**src/rtl/sr_stack_engine.sv**
```systemverilog
// PUSH/POP sequencer on an empty-descending stack: reads SSP from the SR file, does one memory access, writes SSP back.
// Define SR_STACK_BOUNDS_EN to enable overflow/underflow detection; the default build has no checks and ow_err stays 0.
module sr_stack_engine #(
    parameter int unsigned       DATA_W      = 24,
    parameter int unsigned       SR_AW       = 4,
    parameter logic [SR_AW-1:0]  INDEX_SSP   = 4'd1,
    parameter logic [DATA_W-1:0] STACK_TOP   = 24'h000FFF,
    parameter logic [DATA_W-1:0] STACK_LIMIT = 24'h000F00
) (
    input  logic              iw_clk,
    input  logic              iw_rst,
    input  logic              iw_req_valid,
    input  logic              iw_req_op,
    input  logic [DATA_W-1:0] iw_push_data,
    output logic              ow_req_ready,
    output logic              ow_done,
    output logic              ow_err,
    output logic [DATA_W-1:0] ow_pop_data,
    output logic [SR_AW-1:0]  ow_sr_read_addr,
    input  logic [DATA_W-1:0] iw_sr_read_data,
    output logic [SR_AW-1:0]  ow_sr_write_addr,
    output logic [DATA_W-1:0] ow_sr_write_data,
    output logic              ow_sr_write_enable,
    output logic              ow_mem_req,
    output logic              ow_mem_we,
    output logic [DATA_W-1:0] ow_mem_addr,
    output logic [DATA_W-1:0] ow_mem_wdata,
    input  logic              iw_mem_ack,
    input  logic [DATA_W-1:0] iw_mem_rdata
);

`ifdef SR_STACK_BOUNDS_EN
    localparam bit BOUNDS_EN = 1'b1;
`else
    localparam bit BOUNDS_EN = 1'b0;
`endif

    localparam logic [DATA_W-1:0] ONE = DATA_W'(1);

    localparam logic [2:0] S_IDLE = 3'd0;
    localparam logic [2:0] S_RDSP = 3'd1;
    localparam logic [2:0] S_MEM  = 3'd2;
    localparam logic [2:0] S_WB   = 3'd3;
    localparam logic [2:0] S_DONE = 3'd4;

    logic [2:0]        state_q, state_d;
    logic              op_q, op_d;
    logic [DATA_W-1:0] data_q, data_d;
    logic [DATA_W-1:0] sp_q, sp_d;
    logic              err_q, err_d;

    logic              ready_q, ready_d;
    logic              done_q, done_d;
    logic              err_out_q, err_out_d;
    logic              sr_we_q, sr_we_d;
    logic [DATA_W-1:0] sr_wdata_q, sr_wdata_d;
    logic              mem_req_q, mem_req_d;
    logic              mem_we_q, mem_we_d;
    logic [DATA_W-1:0] mem_addr_q, mem_addr_d;
    logic [DATA_W-1:0] mem_wdata_q, mem_wdata_d;
    logic [DATA_W-1:0] pop_data_q, pop_data_d;

    logic              bound_hit_c;

    // Full/empty test on the SSP value presented during RDSP
    assign bound_hit_c = BOUNDS_EN && (op_q ? (iw_sr_read_data == STACK_TOP)
                                            : (iw_sr_read_data == STACK_LIMIT));

    // Next state, then the registered outputs derived from the state being entered
    always_comb begin
        state_d     = state_q;
        op_d        = op_q;
        data_d      = data_q;
        sp_d        = sp_q;
        err_d       = err_q;
        ready_d     = 1'b0;
        done_d      = 1'b0;
        err_out_d   = 1'b0;
        sr_we_d     = 1'b0;
        sr_wdata_d  = sr_wdata_q;
        mem_req_d   = 1'b0;
        mem_we_d    = 1'b0;
        mem_addr_d  = mem_addr_q;
        mem_wdata_d = mem_wdata_q;
        pop_data_d  = pop_data_q;

        case (state_q)
            S_IDLE: begin
                if (iw_req_valid) begin
                    op_d    = iw_req_op;
                    data_d  = iw_push_data;
                    err_d   = 1'b0;
                    state_d = S_RDSP;
                end
            end
            S_RDSP: begin
                sp_d = iw_sr_read_data;
                if (bound_hit_c) begin
                    err_d   = 1'b1;
                    state_d = S_DONE;
                end else begin
                    state_d = S_MEM;
                end
            end
            S_MEM: begin
                if (iw_mem_ack) begin
                    if (op_q) begin
                        pop_data_d = iw_mem_rdata;
                    end
                    state_d = S_WB;
                end
            end
            S_WB:    state_d = S_DONE;
            S_DONE:  state_d = S_IDLE;
            default: state_d = S_IDLE;
        endcase

        ready_d = (state_d == S_IDLE);
        case (state_d)
            S_MEM: begin
                mem_req_d  = 1'b1;
                mem_we_d   = ~op_d;
                mem_addr_d = op_d ? (sp_d + ONE) : sp_d;
                if (!op_d) begin
                    mem_wdata_d = data_d;
                end
            end
            S_WB: begin
                sr_we_d    = 1'b1;
                sr_wdata_d = op_d ? (sp_d + ONE) : (sp_d - ONE);
            end
            S_DONE: begin
                done_d    = 1'b1;
                err_out_d = err_d;
            end
            default: begin
            end
        endcase
    end

    always_ff @(posedge iw_clk or posedge iw_rst) begin
        if (iw_rst) begin
            state_q     <= S_IDLE;
            op_q        <= 1'b0;
            data_q      <= '0;
            sp_q        <= '0;
            err_q       <= 1'b0;
            ready_q     <= 1'b1;
            done_q      <= 1'b0;
            err_out_q   <= 1'b0;
            sr_we_q     <= 1'b0;
            sr_wdata_q  <= '0;
            mem_req_q   <= 1'b0;
            mem_we_q    <= 1'b0;
            mem_addr_q  <= '0;
            mem_wdata_q <= '0;
            pop_data_q  <= '0;
        end else begin
            state_q     <= state_d;
            op_q        <= op_d;
            data_q      <= data_d;
            sp_q        <= sp_d;
            err_q       <= err_d;
            ready_q     <= ready_d;
            done_q      <= done_d;
            err_out_q   <= err_out_d;
            sr_we_q     <= sr_we_d;
            sr_wdata_q  <= sr_wdata_d;
            mem_req_q   <= mem_req_d;
            mem_we_q    <= mem_we_d;
            mem_addr_q  <= mem_addr_d;
            mem_wdata_q <= mem_wdata_d;
            pop_data_q  <= pop_data_d;
        end
    end

    assign ow_req_ready       = ready_q;
    assign ow_done            = done_q;
    assign ow_err             = err_out_q;
    assign ow_pop_data        = pop_data_q;
    assign ow_sr_read_addr    = INDEX_SSP;
    assign ow_sr_write_addr   = INDEX_SSP;
    assign ow_sr_write_data   = sr_wdata_q;
    assign ow_sr_write_enable = sr_we_q;
    assign ow_mem_req         = mem_req_q;
    assign ow_mem_we          = mem_we_q;
    assign ow_mem_addr        = mem_addr_q;
    assign ow_mem_wdata       = mem_wdata_q;

endmodule

```
**config.mk**
```make
export PLATFORM = sky130hd
export DESIGN_NAME = sr_stack_engine
export DESIGN_NICKNAME = d
export VERILOG_FILES = /design/src/rtl/sr_stack_engine.sv
export SDC_FILE = /design/constraint.sdc
export NUM_CORES = 1
export LEC_CHECK = 0
export CORE_MARGIN = 1.5
export CORE_UTILIZATION = 42
export DETAILED_ROUTE_END_ITERATION = 16
export PLACE_DENSITY = 0.68
export RECOVER_POWER = 50
export SYNTH_ARGS = -nofsm -noshare
export SYNTH_HDL_FRONTEND = slang
export SYNTH_SLANG_ARGS = --single-unit
```
**constraint.sdc**
```tcl
create_clock -name iw_clk -period 10.2 [get_ports iw_clk]
set_input_delay 1.53 -clock iw_clk [delete_from_list [all_inputs] [get_ports iw_clk]]
set_output_delay 1.53 -clock iw_clk [all_outputs]
set_load 0.02 [all_outputs]
```
==> results of run 1 <==
## layer usage
layer  up-vias  routed length (um)
li1       2623                   -
met1      2683                7760
met2       230                8110
met3        29                1660
met4         0                 316
met5         -                   0
## path summary, 6_finish.rpt
path                                    end  slack [ps]  cells past startpoint            start
setup / recovery           ow_mem_wdata[10]        4710                     10       iw_mem_ack
hold / removal              ow_mem_addr[15]         470                      2  ow_mem_addr[15]
setup reg to reg           ow_mem_wdata[10]        5830                     10       state_q[0]
hold reg to reg             ow_mem_addr[15]         470                      2  ow_mem_addr[15]
max in group asynchronous    ow_pop_data[7]        5590                      3           iw_rst
min in group asynchronous   ow_pop_data[21]        2490                      2           iw_rst
## Yosys cell counts, types with 3 or more instances
| cell type | number | share of area |
|---|---|---|
| xnor2_1 | 31 | 0.038 |
| mux2i_1 | 21 | 0.029 |
| o21ai_0 | 27 | 0.019 |
| nor3b_1 | 3 | 0.0031 |
| o211ai_1 | 4 | 0.0041 |
| inv_1 | 20 | 0.010 |
| clkbuf_1 | 11 | 0.0057 |
| nand4_1 | 10 | 0.0086 |
| buf_4 | 11 | 0.011 |
| and2_1 | 3 | 0.0026 |
| nand2_1 | 92 | 0.048 |
| mux2_2 | 81 | 0.13 |
| nand3_1 | 20 | 0.014 |
| buf_2 | 11 | 0.0076 |
| or2_2 | 3 | 0.0026 |
| xor2_1 | 7 | 0.0085 |
| o21ai_1 | 19 | 0.013 |
| nor3_1 | 13 | 0.0090 |
| a31oi_1 | 5 | 0.0043 |
| a21oi_1 | 7 | 0.0048 |
| nor2_1 | 25 | 0.013 |
| o32ai_1 | 3 | 0.0036 |
| nor4_1 | 11 | 0.0095 |
| dfrtp_1 | 154 | 0.53 |
| or3_1 | 4 | 0.0035 |
| a22oi_1 | 3 | 0.0031 |
## worst min-delay path: cells and delay by family, from the launching register on
family           cells  cell delay (ps)
DFF                  1              340
and+or+nand+nor      2              100
## logic make-up after synthesis
family / share of synthesized area
buf+inv: 0.0366
fa+ha+maj: 0.00346
mux: 0.160
compound gates: 0.0814
other cells: 0.00104
xor+xnor: 0.0460
flops: 0.536
simple gates: 0.135
## power groups by stage
stage	Combinational (uW)	Clock [uW]	Sequential, uW
after detailed placement	1670	0	1110
after CTS	1680	636	1110
after floorplan	827	0	1320
after global placement	1640	0	1100
final	1600	622	1100
after global routing	1740	667	1140
## metrics by stage
step,total power [uW],instances
finish,3320,1057
global placement,2740,1025
detailed placement,2780,1025
floorplan,2140,655
global route,3550,1057
CTS,3420,1057
## registers in the layout, indices dropped and copies added (netlist names)
name	cells
ow_mem_req	1
ow_mem_wdata	24
ow_done	1
op_q	1
ow_sr_write_data	24
ow_req_ready	1
state_q	3
ow_mem_addr	24
ow_sr_write_enable	1
sp_q	24
err_q	1
ow_mem_we	1
ow_pop_data	24
ow_err	1
data_q	24
## final cells by class
class | instances | area (um2)
well taps | 220 | 275
clock inverters | 11 | 120
fillers | 1435 | 6940
clock buffers | 21 | 460
repair buffers | 185 | 1830
inverters | 21 | 80.1
flip-flops and latches | 155 | 3880
multi-input cells | 444 | 3120
==> run_results.csv, run 1 <==
group,metric,value,unit
cells_and_area,fin_nets,903,
routing,drc_errors,0,
status,violations,"capacitance limit, slew limit",
global_routing,antenna_found_initial,0,
floorplanning,die-area,0.0180,mm2
floorplanning,start_util,0.433,
sta,finalSetupViolations,0,
floorplanning,die_h,134,um
routing,postRouteAntennaNets,0,
critical_path,cp.required,10510,ps
sta,max_freq,182,MHz
logic_synthesis,syn_area,0.00724,mm2
routing,drt_wl_total,17800,um
placed_design,io_buffers,178,
global_routing,grt.overflow.total,0,
hold_path,min_path_type,"reg -> reg",
cts,post_cts.repair.setup_buffers,0,
power_and_ir_drop,swShare,0.394,
cells_and_area,fin_util,0.585,
cells_and_area,final_common_cell,"dfrtp_1",
cts,clock_path_buffers,2,
cts,insertion_delay,420,ps
logic_synthesis,synthCells,649,
floorplanning,core,0.0167,mm2
sta,report.final.slew_viol_count,151,
logic_synthesis,synth_edf_count,0,
routing,wl_per_cell,16.9,um
global_routing,gr-max-usage-layer,"met2",
global_routing,grt_util_all_layers,0.208,
power_and_ir_drop,clkPwrFrac,0.187,
logic_synthesis,seq_area_frac_synth,0.536,
logic_synthesis,synth_seq_cells,155,
cts,cts-buffers-inserted,17,
global_routing,grt_pass1_wl,29600,um
sta,grt_setup_unrepaired,"no",
placed_design,post-dp-hpwl,12600,um
logic_synthesis,ys.flop_type,"dfrtp_1",
power_and_ir_drop,power_switching,1310,uW
critical_path,crit_chain,"dlygate4sd3_1 -> nand3_1 -> clkbuf_1 -> inv_1 -> or2_0 -> nand2b_1 -> buf_4 -> nor2_2 -> buf_4 -> mux2_2",
cts,cts-root-buf,"clkbuf_16",
sta,hold_violations,0,
power_and_ir_drop,comb_power_share,0.481,
critical_path,critPathBufInv,5,
cts,clk_pin_slew,60,ps
logic_synthesis,synth.distinct_cells,64,
global_routing,use_met2,0.323,
floorplanning,fp.dieW,134,um
sta,worst_slack,4710,ps
sta,fin_crit,5490,ps
routing,drtIter0Drc,460,
floorplanning,num_rows,47,
cts,cts_tree,"yes",
critical_path,path_class,"in -> reg",
cts,cts-htree-levels,4,
routing,vias,5565,
sta,slew_headroom,-1.16,
power_and_ir_drop,ir_worst_vdd,0.158,mV
power_and_ir_drop,p_leak,0.00411,uW
status,outcome,"finished with violations",
global_routing,first_global_vias,5828,
cts,cts-resized-gates,0,
critical_path,slowest_delay,1280,ps
placed_design,routabilityCongestion,0.899,
logic_synthesis,synth_warnings,0,
critical_path,critPathTopFamily,"buffers and inverters",
routing,vias_per_cell,5.26,
cells_and_area,final_area,0.00977,mm2
logic_synthesis,async_flop_share,1.00,
global_routing,grtUsageMet3,0.0748,
critical_path,crit_fanout,48,
cells_and_area,drive_gt1_frac,0.145,
placed_design,placed_cell_area,0.00920,mm2
cts,cts_sinks,155,
sta,worst_hold_slack,469,ps
power_and_ir_drop,seqPwrFrac,0.331,
critical_path,cp_slowest_cell,"clkbuf_1",
job,maxCapViolations,3,
logic_synthesis,syn_area_per_cell,11.2,um2
sta,fin_crit_sh,0.538,
power_and_ir_drop,p_int,2010,uW
critical_path,cp_common_cell,"buf_4",
critical_path,start_kind,"input pin",
sta,tightest_slew,3230,ps
sta,skew,6.50,ps
global_routing,grt_use_met1,0.271,
routing,firstDrtPassIters,4,
cells_and_area,n_antenna_cell,0,
global_routing,grt_max_degree,80,
floorplanning,io_pins,187,
power_and_ir_drop,power_density,340,mW/mm2
cts,cts_hold_buf,0,
critical_path,worstSetupEndpointType,"flip-flop",
cells_and_area,area_growth,34.9,%
critical_path,arrival,5800,ps
sta,fin_setup_tns,0,ps
cells_and_area,most-common-layout-cells,"154 x dfrtp_1, 99 x dlygate4sd3_1, 92 x nand2_1",
placed_design,pre_cts_ws,5540,ps
Power figures use the tool's default switching activity.
==> inputs of run 2 (changes only) <==
PLACE_DENSITY = 0.71   (was 0.68)
clock period = 4.5 ns   (was 10.2 ns; I/O delays follow)
==> run 2 against run 1 <==
The run still ends with capacitance limit, slew limit left. Register-to-register slack got worse by 5000 ps. Largest cell class unchanged. Total power rose by 140%. Final area rose by 0.69%. Sequential share of layout area fell by 0.27 points. Critical endpoint is now ow_sr_write_data[10]. Die area did not move. Sequential cell count did not move. Clock skew rose by 1.7 ps. Via count rose by 0.99%. Critical path type is now reg -> reg.
==> run_results.csv, run 2 (synthesis results as in run 1) <==
group,metric,value,unit
status,outcome,"finished with violations",
status,violations,"capacitance limit, slew limit",
critical_path,startpoint,"state_q[1]",
power_and_ir_drop,clkPwrFrac,0.199,
power_and_ir_drop,swShare,0.383,
cts,cts-root-buf,"clkbuf_16",
global_routing,grt_max_degree,154,
critical_path,reg2reg_to,"ow_sr_write_data[10]",
routing,wl_per_cell,17.5,um
global_routing,grt_util_all_layers,0.211,
sta,skew,8.24,ps
critical_path,cp_common_cell,"mux2i_1",
power_and_ir_drop,seqPwrFrac,0.321,
cts,cts-htree-levels,4,
sta,fin_crit,3620,ps
cells_and_area,n_antenna_cell,0,
critical_path,cp_slowest_cell,"mux2i_1",
critical_path,slowest_delay,550,ps
global_routing,grt_pass1_wl,29900,um
power_and_ir_drop,power_switching,2990,uW
critical_path,critPathBufInv,2,
cells_and_area,fin_util,0.589,
cts,insertion_delay,420,ps
placed_design,placed_cell_area,0.00923,mm2
routing,vias_per_cell,5.31,
sta,tightest_slew,2050,ps
routing,drt_wl_total,18500,um
global_routing,first_global_vias,5845,
cts,post_cts.repair.setup_buffers,0,
floorplanning,start_util,0.433,
floorplanning,num_rows,47,
power_and_ir_drop,power_density,795,mW/mm2
critical_path,reg2reg_slack,880,ps
critical_path,worstSetupEndpointType,"flip-flop",
critical_path,crit_chain,"nor3b_1 -> buf_4 -> mux2i_1 -> inv_1 -> ha_1 -> nand2_1 -> mux2i_1 -> o211ai_1 -> o32ai_1 -> xnor2_1 -> o21ai_1",
sta,finalSetupViolations,0,
critical_path,critPathTopFamily,"compound AO/OA/AOI/OAI gates",
placed_design,io_buffers,178,
sta,grt_setup_unrepaired,"no",
cells_and_area,final_area,0.00983,mm2
floorplanning,fp.dieW,134,um
sta,max_freq,276,MHz
floorplanning,die_h,134,um
global_routing,antenna_found_initial,0,
critical_path,cp.depth,11,
floorplanning,io_pins,187,
routing,postRouteAntennaNets,0,
floorplanning,core,0.0167,mm2
critical_path,crit_fanout,37,
floorplanning,die-area,0.0180,mm2
placed_design,placed_cells,1027,
cts,cts_tree,"yes",
critical_path,path_class,"reg -> reg",
sta,slew_headroom,-0.365,
critical_path,worstSetupEndpoint,"ow_sr_write_data[10]",
routing,drc_errors,0,
power_and_ir_drop,ir_worst_vdd,0.456,mV
power_and_ir_drop,p_int,4820,uW
critical_path,rr_worst_depth,11,
cells_and_area,drive_gt1_frac,0.160,
power_and_ir_drop,p_leak,0.00409,uW
routing,drtIter0Drc,410,
power_and_ir_drop,comb_power_share,0.480,
cts,clock_path_buffers,2,
routing,vias,5620,
placed_design,post-dp-hpwl,13100,um
sta,report.final.slew_viol_count,154,
sta,hold_violations,0,
critical_path,start_kind,"flip-flop",
cells_and_area,fin_cells,1058,
cts,clk_pin_slew,60,ps
cells_and_area,n_fill_cell,1435,
cts,cts-resized-gates,0,
cts,cts_sinks,155,
routing,firstDrtPassIters,5,
cells_and_area,final_common_cell,"dfrtp_1",
sta,fin_setup_tns,0,ps
cts,cts-buffers-inserted,17,
placed_design,routabilityCongestion,0.922,
sta,fin_crit_sh,0.805,
sta,worst_hold_slack,472,ps
cts,cts_hold_buf,0,
critical_path,timing.rr.start,"state_q[1]",
cells_and_area,fin_nets,905,
job,maxCapViolations,1,
critical_path,arrival,3910,ps
cells_and_area,most-common-layout-cells,"154 x dfrtp_1, 151 x clkdlybuf4s50_1, 92 x nand2_1",
global_routing,grt.overflow.total,0,
critical_path,cp.required,4780,ps
cells_and_area,area_growth,35.9,%
hold_path,min_path_type,"reg -> reg",
run 2: power groups by stage:
stage / Combinational [uW] / Sequential [uW] / Clock [uW]
floorplan: 1870 / 2980 / 0
global placement: 3760 / 2490 / 0
detailed placement: 3820 / 2530 / 0
CTS: 3840 / 2520 / 1580
global route: 4070 / 2590 / 1640
finish: 3750 / 2510 / 1550
run 2: through the flow:
step	setup slack [ps]	total power, uW
global placement	995	6250
global route	581	8310
finish	876	7810
floorplan	1310	4860
CTS	938	7950
detailed placement	886	6350
run 2: area by class of cell:
cell class / count / area, um2 / share of cell area
Clock buffer: 20 / 447 / 0.0454
Clock inverter: 11 / 191 / 0.0195
Inverter: 21 / 80.1 / 0.00814
Multi-Input combinational cell: 444 / 3110 / 0.317
Tap cell: 220 / 275 / 0.0280
Sequential cell: 155 / 3880 / 0.395
Timing Repair Buffer: 187 / 1850 / 0.188
run 2: routing by layer:
layer / GRT usage / share of wire / wire length, um
met5: 0 / 0 / 0
met4: 0.0699 / 0.013 / 237
met3: 0.0767 / 0.094 / 1740
met2: 0.334 / 0.47 / 8750
met1: 0.268 / 0.42 / 7780
run 2: how the worst min path moves through the flow:
stage	slack [ps]	end	startpoint	depth (start not counted)
2_1_floorplan	440	ow_err	err_q	1
3_3_place_gp	460	ow_mem_addr[15]	ow_mem_addr[15]	2
3_5_place_dp	460	ow_err	err_q	1
4_1_cts	480	ow_mem_we	iw_rst	2
5_1_grt	500	ow_sr_write_data[18]	ow_sr_write_data[18]	2
6_report	470	ow_mem_addr[12]	ow_mem_addr[12]	2
run 2: worst min-delay path: cells and delay by family (launching register included):
family	cells	cell delay, ps
simple gates	1	40
flops	1	340
compound gates	1	60
